===== src/rtl/uart_param.sv =====
// Parametrised full-duplex UART: independent TX and RX engines with configurable
// data width, parity mode, stop-bit count and baud divisor.
module uart_param #(
  parameter int unsigned CLK_FREQ_HZ = 100000000,
  parameter int unsigned BAUD        = 115200,
  parameter int unsigned DATA_BITS   = 8,
  parameter int unsigned PARITY      = 0,
  parameter int unsigned STOP_BITS   = 1
) (
  input  logic                 clk,
  input  logic                 areset,
  input  logic                 tx_start,
  input  logic [DATA_BITS-1:0] tx_data,
  output logic                 tx_busy,
  output logic                 tx_done,
  output logic                 tx_out,
  input  logic                 rx_in,
  output logic [DATA_BITS-1:0] rx_data,
  output logic                 rx_valid,
  output logic                 rx_parity_err,
  output logic                 rx_frame_err,
  output logic                 rx_busy
);

  localparam int unsigned CLKS_PER_BIT = CLK_FREQ_HZ / BAUD;
  localparam int unsigned HALF_BIT     = CLKS_PER_BIT / 2;
  localparam int unsigned CNT_W        = $clog2(CLKS_PER_BIT * 2);
  localparam int unsigned IDX_W        = $clog2(DATA_BITS + 1);

  localparam logic             PAR_EN    = (PARITY != 0);
  localparam logic             PAR_ODD   = (PARITY == 1);
  localparam logic [CNT_W-1:0] BIT_END   = CNT_W'(CLKS_PER_BIT - 1);
  localparam logic [CNT_W-1:0] HALF_END  = CNT_W'(HALF_BIT - 1);
  localparam logic [IDX_W-1:0] LAST_DATA = IDX_W'(DATA_BITS - 1);
  localparam logic [IDX_W-1:0] LAST_STOP = IDX_W'(STOP_BITS - 1);

  typedef enum logic [2:0] {
    TX_IDLE, TX_START, TX_DATA, TX_PARITY, TX_STOP
  } tx_state_t;

  typedef enum logic [2:0] {
    RX_IDLE, RX_START, RX_DATA, RX_PARITY, RX_STOP, RX_WAIT_IDLE
  } rx_state_t;

  tx_state_t            tx_state;
  logic [CNT_W-1:0]     tx_cnt;
  logic [IDX_W-1:0]     tx_idx;
  logic [DATA_BITS-1:0] tx_shift;
  logic                 tx_par;

  rx_state_t            rx_state;
  logic [CNT_W-1:0]     rx_cnt;
  logic [IDX_W-1:0]     rx_idx;
  logic [DATA_BITS-1:0] rx_shift;
  logic                 rx_meta;
  logic                 rx_sync;
  logic                 rx_prev;
  logic                 rx_perr;
  logic                 rx_ferr;

  // TX engine: the idx counter is reused to count stop bits
  always_ff @(posedge clk) begin
    if (areset) begin
      tx_state <= TX_IDLE;
      tx_cnt   <= '0;
      tx_idx   <= '0;
      tx_shift <= '0;
      tx_par   <= 1'b0;
      tx_out   <= 1'b1;
      tx_busy  <= 1'b0;
      tx_done  <= 1'b0;
    end else begin
      tx_done <= 1'b0;
      case (tx_state)
        TX_IDLE: begin
          if (tx_start) begin
            tx_shift <= tx_data;
            tx_par   <= (^tx_data) ^ PAR_ODD;
            tx_cnt   <= '0;
            tx_idx   <= '0;
            tx_out   <= 1'b0;
            tx_busy  <= 1'b1;
            tx_state <= TX_START;
          end
        end
        TX_START: begin
          if (tx_cnt == BIT_END) begin
            tx_cnt   <= '0;
            tx_out   <= tx_shift[0];
            tx_state <= TX_DATA;
          end else begin
            tx_cnt <= tx_cnt + CNT_W'(1);
          end
        end
        TX_DATA: begin
          if (tx_cnt == BIT_END) begin
            tx_cnt <= '0;
            if (tx_idx == LAST_DATA) begin
              tx_idx <= '0;
              if (PAR_EN) begin
                tx_out   <= tx_par;
                tx_state <= TX_PARITY;
              end else begin
                tx_out   <= 1'b1;
                tx_state <= TX_STOP;
              end
            end else begin
              tx_idx   <= tx_idx + IDX_W'(1);
              tx_out   <= tx_shift[1];
              tx_shift <= tx_shift >> 1;
            end
          end else begin
            tx_cnt <= tx_cnt + CNT_W'(1);
          end
        end
        TX_PARITY: begin
          if (tx_cnt == BIT_END) begin
            tx_cnt   <= '0;
            tx_out   <= 1'b1;
            tx_state <= TX_STOP;
          end else begin
            tx_cnt <= tx_cnt + CNT_W'(1);
          end
        end
        TX_STOP: begin
          if (tx_cnt == BIT_END) begin
            tx_cnt <= '0;
            if (tx_idx == LAST_STOP) begin
              tx_idx   <= '0;
              tx_busy  <= 1'b0;
              tx_done  <= 1'b1;
              tx_state <= TX_IDLE;
            end else begin
              tx_idx <= tx_idx + IDX_W'(1);
            end
          end else begin
            tx_cnt <= tx_cnt + CNT_W'(1);
          end
        end
        default: tx_state <= TX_IDLE;
      endcase
    end
  end

  // RX engine: synchronised line, start verified at mid-bit, all samples at bit centres
  always_ff @(posedge clk) begin
    if (areset) begin
      rx_state      <= RX_IDLE;
      rx_cnt        <= '0;
      rx_idx        <= '0;
      rx_shift      <= '0;
      rx_meta       <= 1'b1;
      rx_sync       <= 1'b1;
      rx_prev       <= 1'b1;
      rx_perr       <= 1'b0;
      rx_ferr       <= 1'b0;
      rx_data       <= '0;
      rx_valid      <= 1'b0;
      rx_parity_err <= 1'b0;
      rx_frame_err  <= 1'b0;
      rx_busy       <= 1'b0;
    end else begin
      rx_meta  <= rx_in;
      rx_sync  <= rx_meta;
      rx_prev  <= rx_sync;
      rx_valid <= 1'b0;
      case (rx_state)
        RX_IDLE: begin
          if (rx_prev && !rx_sync) begin
            rx_cnt   <= '0;
            rx_idx   <= '0;
            rx_perr  <= 1'b0;
            rx_ferr  <= 1'b0;
            rx_busy  <= 1'b1;
            rx_state <= RX_START;
          end
        end
        RX_START: begin
          if (rx_cnt == HALF_END) begin
            rx_cnt <= '0;
            if (rx_sync) begin
              rx_busy  <= 1'b0;
              rx_state <= RX_IDLE;
            end else begin
              rx_state <= RX_DATA;
            end
          end else begin
            rx_cnt <= rx_cnt + CNT_W'(1);
          end
        end
        RX_DATA: begin
          if (rx_cnt == BIT_END) begin
            rx_cnt   <= '0;
            rx_shift <= {rx_sync, rx_shift[DATA_BITS-1:1]};
            if (rx_idx == LAST_DATA) begin
              rx_idx   <= '0;
              rx_state <= PAR_EN ? RX_PARITY : RX_STOP;
            end else begin
              rx_idx <= rx_idx + IDX_W'(1);
            end
          end else begin
            rx_cnt <= rx_cnt + CNT_W'(1);
          end
        end
        RX_PARITY: begin
          if (rx_cnt == BIT_END) begin
            rx_cnt   <= '0;
            rx_perr  <= rx_sync ^ (^rx_shift) ^ PAR_ODD;
            rx_state <= RX_STOP;
          end else begin
            rx_cnt <= rx_cnt + CNT_W'(1);
          end
        end
        RX_STOP: begin
          if (rx_cnt == BIT_END) begin
            rx_cnt <= '0;
            if (!rx_sync) rx_ferr <= 1'b1;
            if (rx_idx == LAST_STOP) begin
              rx_idx        <= '0;
              rx_valid      <= 1'b1;
              rx_data       <= rx_shift;
              rx_parity_err <= rx_perr;
              rx_frame_err  <= rx_ferr | ~rx_sync;
              rx_busy       <= 1'b0;
              // a low line here is a break: wait for it to return high before re-arming
              rx_state      <= rx_sync ? RX_IDLE : RX_WAIT_IDLE;
            end else begin
              rx_idx <= rx_idx + IDX_W'(1);
            end
          end else begin
            rx_cnt <= rx_cnt + CNT_W'(1);
          end
        end
        RX_WAIT_IDLE: begin
          if (rx_sync) rx_state <= RX_IDLE;
        end
        default: rx_state <= RX_IDLE;
      endcase
    end
  end

endmodule


===== config.mk =====
export PLATFORM = sky130hd
export DESIGN_NAME = uart_param
export DESIGN_NICKNAME = d
export VERILOG_FILES = /design/src/rtl/uart_param.sv
export SDC_FILE = /design/constraint.sdc
export NUM_CORES = 1
export LEC_CHECK = 0
export ABC_AREA = 1
export CAP_MARGIN = 20
export CORE_AREA = 2 2 84 86
export CTS_CLUSTER_DIAMETER = 40
export DETAILED_ROUTE_END_ITERATION = 8
export DIE_AREA = 0 0 86 88
export MAX_ROUTING_LAYER = met4
export PLACE_DENSITY_LB_ADDON = 0.1
export SKIP_CTS_REPAIR_TIMING = 1
export SLEW_MARGIN = 20
export SYNTH_ARGS = -nofsm -noshare
export SYNTH_HDL_FRONTEND = slang
export SYNTH_SLANG_ARGS = --single-unit

===== constraint.sdc =====
create_clock -name clk -period 4.8 [get_ports clk]
set_clock_uncertainty 0.1 [all_clocks]
set_input_delay 0.96 -clock clk [delete_from_list [all_inputs] [get_ports clk]]
set_output_delay 0.96 -clock clk [all_outputs]
set_load 0.03 [all_outputs]

### Yosys cells after proc, flatten, opt, wreduce, memory -nomap -nowiden

Index checks and enable logic that the tools add are counted.

* bits in registers: 72
* logic and storage cells: 165
* output and inout port bits: 15

* equal/unequal tests: 32
* reduce and logical (&&, ||, !) cells: 35
* add/sub/neg operators: 4
* bitwise logic cells: 7
* mux-type cells: 66

Operator list (count)
* $mux W11: 5
* $mux W3: 16
* $mux W4: 10
* $ne A2 B2 Y1 const B: 18
* $pmux W11 S3: 1
* $mux W8: 3
* $pmux W4 S3: 2
* $add A11 B1 Y11 const B: 2
* $eq A11 B10 Y1 const B: 2
* $pmux W11 S2: 1
* $reduce_and A4 Y1: 5
* $mux W1: 19
* $pmux W3 S6: 1
* $pmux W8 S2: 1
* $pmux W3 S5: 1
* $eq A3 B2 Y1 const B: 4
* $reduce_bool A3 Y1: 4
* $eq A11 B9 Y1 const B: 1
* $reduce_bool A2 Y1: 5
* $eq A3 B3 Y1 const B: 3
* $reduce_or A3 Y1: 3
* $add A4 B1 Y4 const B: 2
* $eq A4 B3 Y1 const B: 2
* $logic_not A4 Y1: 2
* 20 further kinds: 31

### Logic depth before layout (Yosys ltp)

* depth in word-level cells: 4
* gate-level depth with buffers: 11
* gate-level depth less buffers: 11

### Least setup slack after synthesis

OpenSTA, ideal clock, no wires.

* path type: input to register
* start point: input port areset
* end point: register rx_idx[0]
* slack: 2959 ps
* arrival time: 1676 ps
* cell stages on the path: 5
* required time: 4635 ps
* cell sequence: inv_1 buf_2 clkbuf_1 o21ai_0 nor2_1

RTL lines
* start, declared: RTL line 11 `input logic areset,`
* end signal, assigned: RTL line 199 `rx_idx <= rx_idx + IDX_W'(1);`
* end signal, assigned: RTL line 228 `rx_idx <= rx_idx + IDX_W'(1);`
* end, declared: RTL line 53 `logic [IDX_W-1:0] rx_idx;`

### Final worst setup path

* start point: register rx_busy
* end point: output port rx_busy

RTL lines
* start, declared: RTL line 22 `output logic rx_busy`
* start signal, assigned: RTL line 161 `rx_busy <= 1'b0;`
* start signal, assigned: RTL line 174 `rx_busy <= 1'b1;`
* start signal, assigned: RTL line 182 `rx_busy <= 1'b0;`

No word-level cell between the ends.

==> qor.yml <==
portBuffers: 26
synth_flop_cell: "dfxtp_1"
clockBufferDepth: 2
initialDrtViolationCount: 137
clock-sinks: 72
ir_drop_uv: 272
timing.fmax_mhz: 410
syn_area_per_cell_um2: 6.81
crit_path_top_delay_cell: "clkdlybuf4s50_1"
cts_buffers: 9
synth_cell_types: 38
slew_headroom_pct: 51.0
synthMuxAreaShare_pct: 0
start_util_pct: 56.1
grt-ovfl-total: 0
dp_hpwl_mm: 5.46
power_density_mw_per_mm2: 481
ys_ff_latch: 72
critPathMaxStageDelay_ps: 680
vias_per_cell: 5.17
nNetsFinal: 595
wirelength_mm: 7.60
hold_slack_ps: 307
io_pins: 27
mostFrequentLayoutCells: "130 x nand2_1, 72 x dfxtp_1, 66 x nor2_1"
rsz0062_at_grt: "no"
crit_path_start_kind: "flip-flop"
grt_first_pass_wirelength_mm: 13.3
grt_max_degree: 29
drv_slew: 0
antenna_left: 0
synth_cells: 548
hold_path.class: "reg2reg"
synthXorXnorAreaFrac_pct: 1.88
crit_chain: "clkdlybuf4s50_1"
hold_viol: 0
synth_edf_count: 0
die_h_um: 88
num_vias: 3417
grtUsageMet2_pct: 37.8
die_area_mm2: 0.00757
setup-violations-final: 0
clock_tree.root_cell: "clkbuf_8"
synth_top_family_by_area: "simple AND/OR/NAND/NOR gates"
arrival_ps: 1380
grt_usage_pct: 22.2
grtUsageMet3_pct: 3.11
layout-drive-gt1-share_pct: 8.78
cp.required_ps: 3740
path_class: "reg2out"
wl_per_cell_um: 11.5
fillers: 628
synth_compound_area_share_pct: 15.9
use_met1_pct: 27.1
placed_area_mm2: 0.00404
status: "finished clean"
place_congestion: 0.977
die_w_um: 86
drt-pass1-iter-count: 4
synth_seq_area_share_pct: 38.6
top_usage_layer: "met2"
synthAdderAreaFrac_pct: 2.35
layout_commonest_cell: "nand2_1"
diodes: 0
syn-num-nets: 567
power.leakage_uw: 0.00177
end_kind: "primary output"
drc: 0
core_area_mm2: 0.00664
drv_cap: 0
cts_tree: "done"
worstSkewPairLatency_ps: 340
async_flop_share_pct: 0
htree_levels: 3
final.min_clock_period_ps: 2440
antenna_found_initial: 0
crit_family: "buffers and inverters"
grt_pass1_vias: 3180
cts.clk_slew.worst_paths_ps: 70
mappedNetlistArea_mm2: 0.00373
crit_fanout: 2
fin_area_mm2: 0.00427
worst_pin_slew_ps: 732
setup_tns_ps: 0
synthSimpleGateAreaFrac_pct: 32.2
fp-row-count: 30
syn2layout_area_growth_pct: 14.4
crit_buf_inv: 1
yosys_warnings: 0
fin_crit_sh_pct: 50.8
synthesized netlist by cell type, types with 7 or more instances:
cell       n  area share, %
ha_1       7            2.3
nor2_1    66            6.6
inv_2      8           0.81
nand4_1    7            1.2
nand2_1  130             13
o21ai_0   37            5.0
a21oi_1   50            6.7
nand3_1   30            4.0
inv_1     63            6.3
o21ai_1   11            1.5
nor3_1    10            1.3
dfxtp_1   72             39
registers in the layout, summed over array words and instances, names as in the netlist:
register and cells:
rx_data 8, rx_prev 1, tx_idx 4, rx_sync 1, rx_parity_err 1, rx_ferr 1
rx_meta 1, rx_cnt 11, rx_state 3, rx_shift 8, tx_busy 1, tx_state 3
tx_cnt 11, rx_valid 1, rx_frame_err 1, tx_done 1, tx_out 1, rx_idx 4
rx_busy 1, rx_perr 1, tx_shift 8
metal layers:
| layer | vias up | wire [um] |
|---|---|---|
| met3 | 6 | 242 |
| met1 | 1535 | 3670 |
| li1 | 1819 | - |
| met5 | - | 0 |
| met4 | 0 | 41 |
| met2 | 57 | 3640 |
worst paths after layout:
path | start | endpoint | slack (ps) | cells after the start
worst min register to register | rx_meta | rx_sync | 310 | 1
worst max-delay path | rx_busy | rx_busy | 2360 | 1
worst min-delay path | rx_meta | rx_sync | 310 | 1
worst max register to register | rx_cnt[0] | rx_parity_err | 2650 | 8
power by group:
group / total [uW] / switching (uW) / internal [uW]
sequential: 754 / 72.3 / 682
clock: 526 / 222 / 304
combinational: 771 / 523 / 247
cell type report:
type | count | area, um2 | area share [%]
Sequential cell | 72 | 1440 | 33.8
Multi-Input combinational cell | 393 | 1960 | 45.9
Clock inverter | 6 | 82.6 | 1.94
Tap cell | 80 | 100 | 2.35
Timing Repair Buffer | 28 | 275 | 6.45
Inverter | 72 | 273 | 6.39
Clock buffer | 10 | 138 | 3.23
stage by stage:
stage / setup WS (ps) / cells / util (%) / total power [uW]
final: 2360 / 661 / 64.2 / 2050
after floorplan: 2960 / 548 / - / 1380
after CTS: 2330 / 661 / 64.1 / 2060
after detailed placement: 2040 / 645 / 60.8 / 1530
after global placement: 2110 / 645 / 60.8 / 1520
after global routing: 2250 / 661 / 64.2 / 2210
cell families after synthesis:
family	count (synthesis)
simple gates	269
compound gates	109
buf+inv	83
flops	72
xor+xnor	8
fa+ha+maj	7
No activity file was read; power rests on OpenSTA's default activity.
